$ cat src/rtl/riscv_pkg.sv
// Shared definitions for the core front end and control unit.
//   - RV opcode constants decoded from instruction[6:0]
//   - NOP_INSTR: canonical NOP (addi x0, x0, 0), the instruction register reset value
//   - fetch_state_e: instruction fetch unit FSM states
//   - cu_state_e: multi-cycle control unit FSM states
//   - is_word_aligned(): instruction address alignment check
package riscv_pkg;

  localparam logic [6:0] OPC_R      = 7'b0110011;
  localparam logic [6:0] OPC_I      = 7'b0010011;
  localparam logic [6:0] OPC_I_LOAD = 7'b0000011;
  localparam logic [6:0] OPC_S      = 7'b0100011;
  localparam logic [6:0] OPC_B      = 7'b1100011;
  localparam logic [6:0] OPC_J      = 7'b1101111;
  localparam logic [6:0] OPC_J_I    = 7'b1100111;
  localparam logic [6:0] OPC_U      = 7'b0110111;
  localparam logic [6:0] OPC_U_PC   = 7'b0010111;
  localparam logic [6:0] OPC_E      = 7'b1110011;

  localparam logic [31:0] NOP_INSTR = 32'h00000013;

  typedef enum logic [1:0] {
    FETCH_IDLE,
    FETCH_REQ,
    FETCH_DONE,
    FETCH_ERROR
  } fetch_state_e;

  typedef enum logic [2:0] {
    CU_FETCH,
    CU_DECODE,
    CU_EXECUTE,
    CU_MEMORY,
    CU_WRITEBACK
  } cu_state_e;

  function automatic logic is_word_aligned(input logic [1:0] addr_lsb);
    return addr_lsb == 2'b00;
  endfunction

endpackage

$ cat src/rtl/instruction_fetch_unit_pc_reg.sv
// Program counter register with sequential/target next-PC selection.
//   clk, reset  : clock, asynchronous active-high reset
//   update_en   : commit next PC this edge (already qualified by fetch state)
//   pc_sel      : 0 = PC+4, 1 = pc_target
//   pc_target   : branch/jump target
//   pc          : current PC
//   next_pc     : PC value after this edge (equals pc when no update)
//   misaligned  : one-cycle pulse after a rejected misaligned target
module pc_reg
  import riscv_pkg::*;
#(
  parameter int unsigned           WORDSIZE = 64,
  parameter logic [WORDSIZE-1:0]   RESET_PC = '0
) (
  input  logic                clk,
  input  logic                reset,
  input  logic                update_en,
  input  logic                pc_sel,
  input  logic [WORDSIZE-1:0] pc_target,
  output logic [WORDSIZE-1:0] pc,
  output logic [WORDSIZE-1:0] next_pc,
  output logic                misaligned
);

  logic [WORDSIZE-1:0] pc_q, pc_d;
  logic                misaligned_q, misaligned_d;

  always_comb begin
    pc_d         = pc_q;
    misaligned_d = 1'b0;
    if (update_en) begin
      if (!pc_sel) begin
        pc_d = pc_q + WORDSIZE'(4);
      end else if (is_word_aligned(pc_target[1:0])) begin
        pc_d = pc_target;
      end else begin
        misaligned_d = 1'b1;
      end
    end
  end

  always_ff @(posedge clk or posedge reset) begin
    if (reset) begin
      pc_q         <= RESET_PC;
      misaligned_q <= 1'b0;
    end else begin
      pc_q         <= pc_d;
      misaligned_q <= misaligned_d;
    end
  end

  assign pc         = pc_q;
  assign next_pc    = pc_d;
  assign misaligned = misaligned_q;

endmodule

$ cat src/rtl/instruction_fetch_unit.sv
// Instruction fetch front end for the multi-cycle control unit.
//   fetch (rising edge) starts one request/ready transaction on imem_*;
//   the returned word is latched into instruction/opcode and fetch_done
//   pulses once. pc_update commits PC+4 or pc_target (via pc_reg) while
//   idle or done. A request unanswered for TIMEOUT_CYCLES cycles sets the
//   sticky fetch_error and parks the unit until reset.
module instruction_fetch_unit
  import riscv_pkg::*;
#(
  parameter int unsigned         WORDSIZE         = 64,
  parameter int unsigned         INSTRUCTION_SIZE = 32,
  parameter logic [WORDSIZE-1:0] RESET_PC         = '0,
  parameter int unsigned         TIMEOUT_CYCLES   = 16
) (
  input  logic                        clk,
  input  logic                        reset,
  input  logic                        fetch,
  input  logic                        pc_update,
  input  logic                        pc_sel,
  input  logic [WORDSIZE-1:0]         pc_target,
  output logic [WORDSIZE-1:0]         imem_addr,
  output logic                        imem_req,
  input  logic                        imem_ready,
  input  logic [INSTRUCTION_SIZE-1:0] imem_rdata,
  output logic [INSTRUCTION_SIZE-1:0] instruction,
  output logic [6:0]                  opcode,
  output logic [WORDSIZE-1:0]         pc,
  output logic                        fetch_done,
  output logic                        misaligned,
  output logic                        fetch_error
);

  localparam int unsigned CNT_W = $clog2(TIMEOUT_CYCLES + 1);

  fetch_state_e                state_q, state_d;
  logic                        fetch_q;
  logic [CNT_W-1:0]            cnt_q, cnt_d;
  logic                        req_q, req_d;
  logic [WORDSIZE-1:0]         addr_q, addr_d;
  logic [INSTRUCTION_SIZE-1:0] instr_q, instr_d;
  logic                        done_q, done_d;
  logic                        err_q, err_d;
  logic                        start;
  logic                        pc_update_en;
  logic [WORDSIZE-1:0]         next_pc;

  assign start        = fetch & ~fetch_q;
  assign pc_update_en = pc_update & ((state_q == FETCH_IDLE) | (state_q == FETCH_DONE));

  pc_reg #(
    .WORDSIZE (WORDSIZE),
    .RESET_PC (RESET_PC)
  ) u_pc_reg (
    .clk        (clk),
    .reset      (reset),
    .update_en  (pc_update_en),
    .pc_sel     (pc_sel),
    .pc_target  (pc_target),
    .pc         (pc),
    .next_pc    (next_pc),
    .misaligned (misaligned)
  );

  always_comb begin
    state_d = state_q;
    cnt_d   = cnt_q;
    req_d   = req_q;
    addr_d  = addr_q;
    instr_d = instr_q;
    done_d  = 1'b0;
    err_d   = err_q;
    unique case (state_q)
      FETCH_IDLE: begin
        if (start) begin
          state_d = FETCH_REQ;
          req_d   = 1'b1;
          // next_pc so a PC commit on the same edge is fetched, not the stale PC
          addr_d  = next_pc;
          cnt_d   = '0;
        end
      end
      FETCH_REQ: begin
        // ready wins over a timeout on the same edge
        if (imem_ready) begin
          instr_d = imem_rdata;
          req_d   = 1'b0;
          done_d  = 1'b1;
          state_d = FETCH_DONE;
        end else begin
          cnt_d = cnt_q + CNT_W'(1);
          if (cnt_q == CNT_W'(TIMEOUT_CYCLES - 1)) begin
            req_d   = 1'b0;
            err_d   = 1'b1;
            state_d = FETCH_ERROR;
          end
        end
      end
      FETCH_DONE:  state_d = FETCH_IDLE;
      FETCH_ERROR: state_d = FETCH_ERROR;
      default:     state_d = FETCH_IDLE;
    endcase
  end

  always_ff @(posedge clk or posedge reset) begin
    if (reset) begin
      state_q <= FETCH_IDLE;
      fetch_q <= 1'b0;
      cnt_q   <= '0;
      req_q   <= 1'b0;
      addr_q  <= RESET_PC;
      instr_q <= INSTRUCTION_SIZE'(NOP_INSTR);
      done_q  <= 1'b0;
      err_q   <= 1'b0;
    end else begin
      state_q <= state_d;
      fetch_q <= fetch;
      cnt_q   <= cnt_d;
      req_q   <= req_d;
      addr_q  <= addr_d;
      instr_q <= instr_d;
      done_q  <= done_d;
      err_q   <= err_d;
    end
  end

  assign imem_req    = req_q;
  assign imem_addr   = addr_q;
  assign instruction = instr_q;
  assign opcode      = instr_q[6:0];
  assign fetch_done  = done_q;
  assign fetch_error = err_q;

endmodule

$ cat config.mk
export PLATFORM = sky130hd
export DESIGN_NAME = instruction_fetch_unit
export DESIGN_NICKNAME = d
export VERILOG_FILES = /design/src/rtl/riscv_pkg.sv /design/src/rtl/instruction_fetch_unit_pc_reg.sv /design/src/rtl/instruction_fetch_unit.sv
export SDC_FILE = /design/constraint.sdc
export NUM_CORES = 1
export LEC_CHECK = 0
export BUFFER_PORTS_ARGS = -buffer_cell sky130_fd_sc_hd__clkbuf_2
export CAP_MARGIN = 15
export CORE_ASPECT_RATIO = 1.5
export CORE_MARGIN = 10
export CORE_UTILIZATION = 52
export CTS_BUF_LIST = sky130_fd_sc_hd__clkbuf_4 sky130_fd_sc_hd__clkbuf_8
export CTS_CLUSTER_DIAMETER = 80
export DETAILED_ROUTE_END_ITERATION = 8
export PLACE_DENSITY = 0.89
export REMOVE_ABC_BUFFERS = 1
export SLEW_MARGIN = 20
export SYNTH_ARGS = -nofsm -noshare
export SYNTH_HDL_FRONTEND = slang
export SYNTH_SLANG_ARGS = --single-unit
$ cat constraint.sdc
create_clock -name clk -period 6.4 [get_ports clk]
set_clock_uncertainty 0.1 [all_clocks]
set_input_delay 0.32 -clock clk [delete_from_list [all_inputs] [get_ports clk]]
set_output_delay 0.32 -clock clk [all_outputs]
set_load 0.01 [all_outputs]
==> run summary <==
Status: finished clean
Met3 Wirelength: 3219 um
Top Layer Used: met4
Port Buffers: 272
H-tree levels: 4
Crit. End Element: flip-flop
Die outline width: 126.4 um
Post-route clock period utilization: 49.93%
Hold slack: 23.88 ps
Critical Path Source Type: flip-flop
Max Cap Viol: 0
Proportion of synthesized area in mux cells: 11.24%
CP Max Fanout: 8
Worst-skew pair later-pin latency: 490 ps
Avg WL per Cell: 22.76 um
Routed via count: 8703
Switching power share of the total: 40.99%
Arrival time worst endpoint: 3420 ps
Tightest Pin Transition: 1167 ps
Post-Synth Simple-Gate Area: 18.10%
P_sw: 0.001875 W
Synth warn: 0
Final setup viols: 0
Most frequent cell after synthesis: dfrtp_1
Layout Nets: 1268
Unrepaired setup endpoints after global routing: no
Post-route setup slack: 3204 ps
Gpl congestion: 0.9180
Synth Area in XOR/XNOR: 0.1984%
Final WL: 31570 um
# DRC: 0
Post-synth EDFFs: 0
First DRT Iteration DRCs: 863
Post-DP HPWL: 22240 um
Post-synth top area share: 47.90%
Worst-case clock buffer depth: 2
Pin count of the biggest net entering global routing: 106
Asr flop ratio synth: 100.0%
Post-Synth Adder-Cell Area: 0.4251%
Data required, critical path: 6630 ps
Post-Synthesis Cell Area: 8830 sq um
Routed Antenna Nets: 0
Pre-CTS setup slack: 3329 ps
Max-Slew Margin vs Limit: 22.02%
Die area: 22700 sq um
Yosys reg bits: 172
Largest family of logic cells by synthesized area: simple AND/OR/NAND/NOR gates
Most used DFF post-synth: dfrtp_1
Post-synthesis sequential area ratio: 48.79%
Vias per cell: 6.275
VDD IR-drop max: 0.0003103 V
Synthesized netlist cell count: 881
Largest cells by area after synthesis: dfrtp_1 48%, mux2_2 8.8%, nand2_1 4.0%
Compound-Gate Fraction of Synth Area: 17.67%
Int Pwr: 0.002699 W
CTS clock-pin slew for the worst setup and hold paths: 110 ps
Worst Hold Class: in2reg
Synth unique cells: 66
Initial antenna violation count: 1
Die H: 179.6 um
P&R area growth vs syn: 25.87%
Via count of the first global-routing pass: 8765
Core area: 16760 sq um
CTS sink cnt: 172
Fin. Hold Viols: 0
Met1 WL: 11120 um
Total grt overflow: 0
Clock power share: 17.5%
Final Critical Period: 3196 ps
F_max: 0.3129 GHz
Largest area contributor in the netlist: dfrtp_1
Slew Viols, Final: 0
PwrDens: 411.5 nW/um^2
Crit Path Class: reg2reg
CTS tree: yes
# rows: 58
Routed met2 length: 15600 um
Layout cell share with drive strength beyond 1: 36.05%
All-layer global routing usage: 26.98%
Initial Util: 52.67%
I/O pin total: 273
Sequential Power Share: 42.6%
Comb pwr share: 39.8%
Drt first pass iters: 5
CTS Root Cell: clkbuf_8
Syn avg cell area: 10.02 sq um
Total leakage power: 5.107 nW
Total CTS buffers: 17
Most instantiated cells after synthesis: 169 x dfrtp_1, 94 x nand2_1, 69 x mux2_2, 68 x nor2_1, 45 x clkbuf_1
First-pass GRT wire length: 49300 um
-- worst max-delay path, stage by stage (launching register included) --
cell     delay, ps
dfrtp_1        490
nand4_1        310
nor4_1        1000
nand2_1        290
nor4_1         460
mux2i_1        280
o21ai_0         90
-- per-layer routing --
layer	track usage [%]	vias to the layer above
met2	44.93	514
met3	8.363	87
met4	14.98	0
met1	29.71	4226
li1	-	3876
met5	0	-
-- repair_timing --
action,CTS,global route
setup buffers,0,0
hold endpoints to repair,141,0
endpoints found under the setup margin,0,0
gates resized for setup,0,0
hold buffers,41,0
-- kinds of logic (layout without fill, tap and decap cells) --
group                      Yosys count  count (layout)
buffers and inverters               75             370
xor gates and xnor gates             2               2
adders and majority gates            3               3
and+or+nand+nor                    320             320
AOI/OAI and AO/OA                  220             220
DFF                                172             172
muxes                               89              89
other                                0               1
-- final cells by class --
class / instances / area (sq um)
Antenna cell: 1 / 2.502
Clock buffer: 18 / 241.5
Clock inverter: 14 / 158.9
Fill cell: 1284 / 5649
Inverter: 12 / 50.05
Multi-Input combinational cell: 634 / 4222
Sequential cell: 172 / 4308
Tap cell: 210 / 262.8
Timing Repair Buffer: 326 / 1869
-- final timing paths --
| path | from | endpoint | slack (ps) | cells after the start |
|---|---|---|---|---|
| max in group asynchronous | reset | imem_addr[21] | 4210 | 4 |
| setup / recovery | u_pc_reg.pc[34] | u_pc_reg.pc[53] | 3200 | 6 |
| hold / removal | pc_target[35] | u_pc_reg.pc[35] | 20 | 3 |
| hold reg to reg | fetch_error | fetch_error | 380 | 1 |
| min in group asynchronous | reset | instruction[11] | 520 | 3 |
| setup reg to reg | u_pc_reg.pc[34] | u_pc_reg.pc[53] | 3200 | 6 |
-- cell usage in the layout (no fill, tap or decap), drive strengths merged, types with 8 or more instances in the layout --
cell         instances
inv                 16
mux2i               17
mux2                72
nand4               21
and3                18
o21ai               35
nand2               94
nor4                14
nor3                12
a31oi               12
o221ai               8
a21oi               30
buf                 13
dlygate4sd3         41
dfrtp              169
nand3               43
a22oi               18
a22o                16
and2                 8
nor2                68
o22ai               31
clkbuf             290
o221a                9
-- per-stage QoR --
| stage | total power, W | setup TNS (ps) | instances | util [%] | area, sq um |
|---|---|---|---|---|---|
| after floorplan | 0.002893 | -70360 | 818 | - | 8558 |
| after global placement | 0.003678 | 0 | 1313 | 61.45 | 10300 |
| after detailed placement | 0.003758 | 0 | 1313 | 61.45 | 10300 |
| after CTS | 0.004577 | 0 | 1386 | 66.29 | 11110 |
| after global routing | 0.004845 | 0 | 1387 | 66.30 | 11110 |
| final | 0.004574 | 0 | 1387 | 66.30 | 11110 |
-- power groups by stage --
stage | sequential [W] | clock, W | combinational [W]
final | 0.00195 | 0.000802 | 0.00182
after floorplan | 0.00207 | 0 | 0.000824
after global routing | 0.00201 | 0.000851 | 0.00198
after CTS | 0.00194 | 0.000810 | 0.00183
after detailed placement | 0.00195 | 0 | 0.00180
after global placement | 0.00192 | 0 | 0.00175
Note: power is estimated with default switching activity, not from simulation.
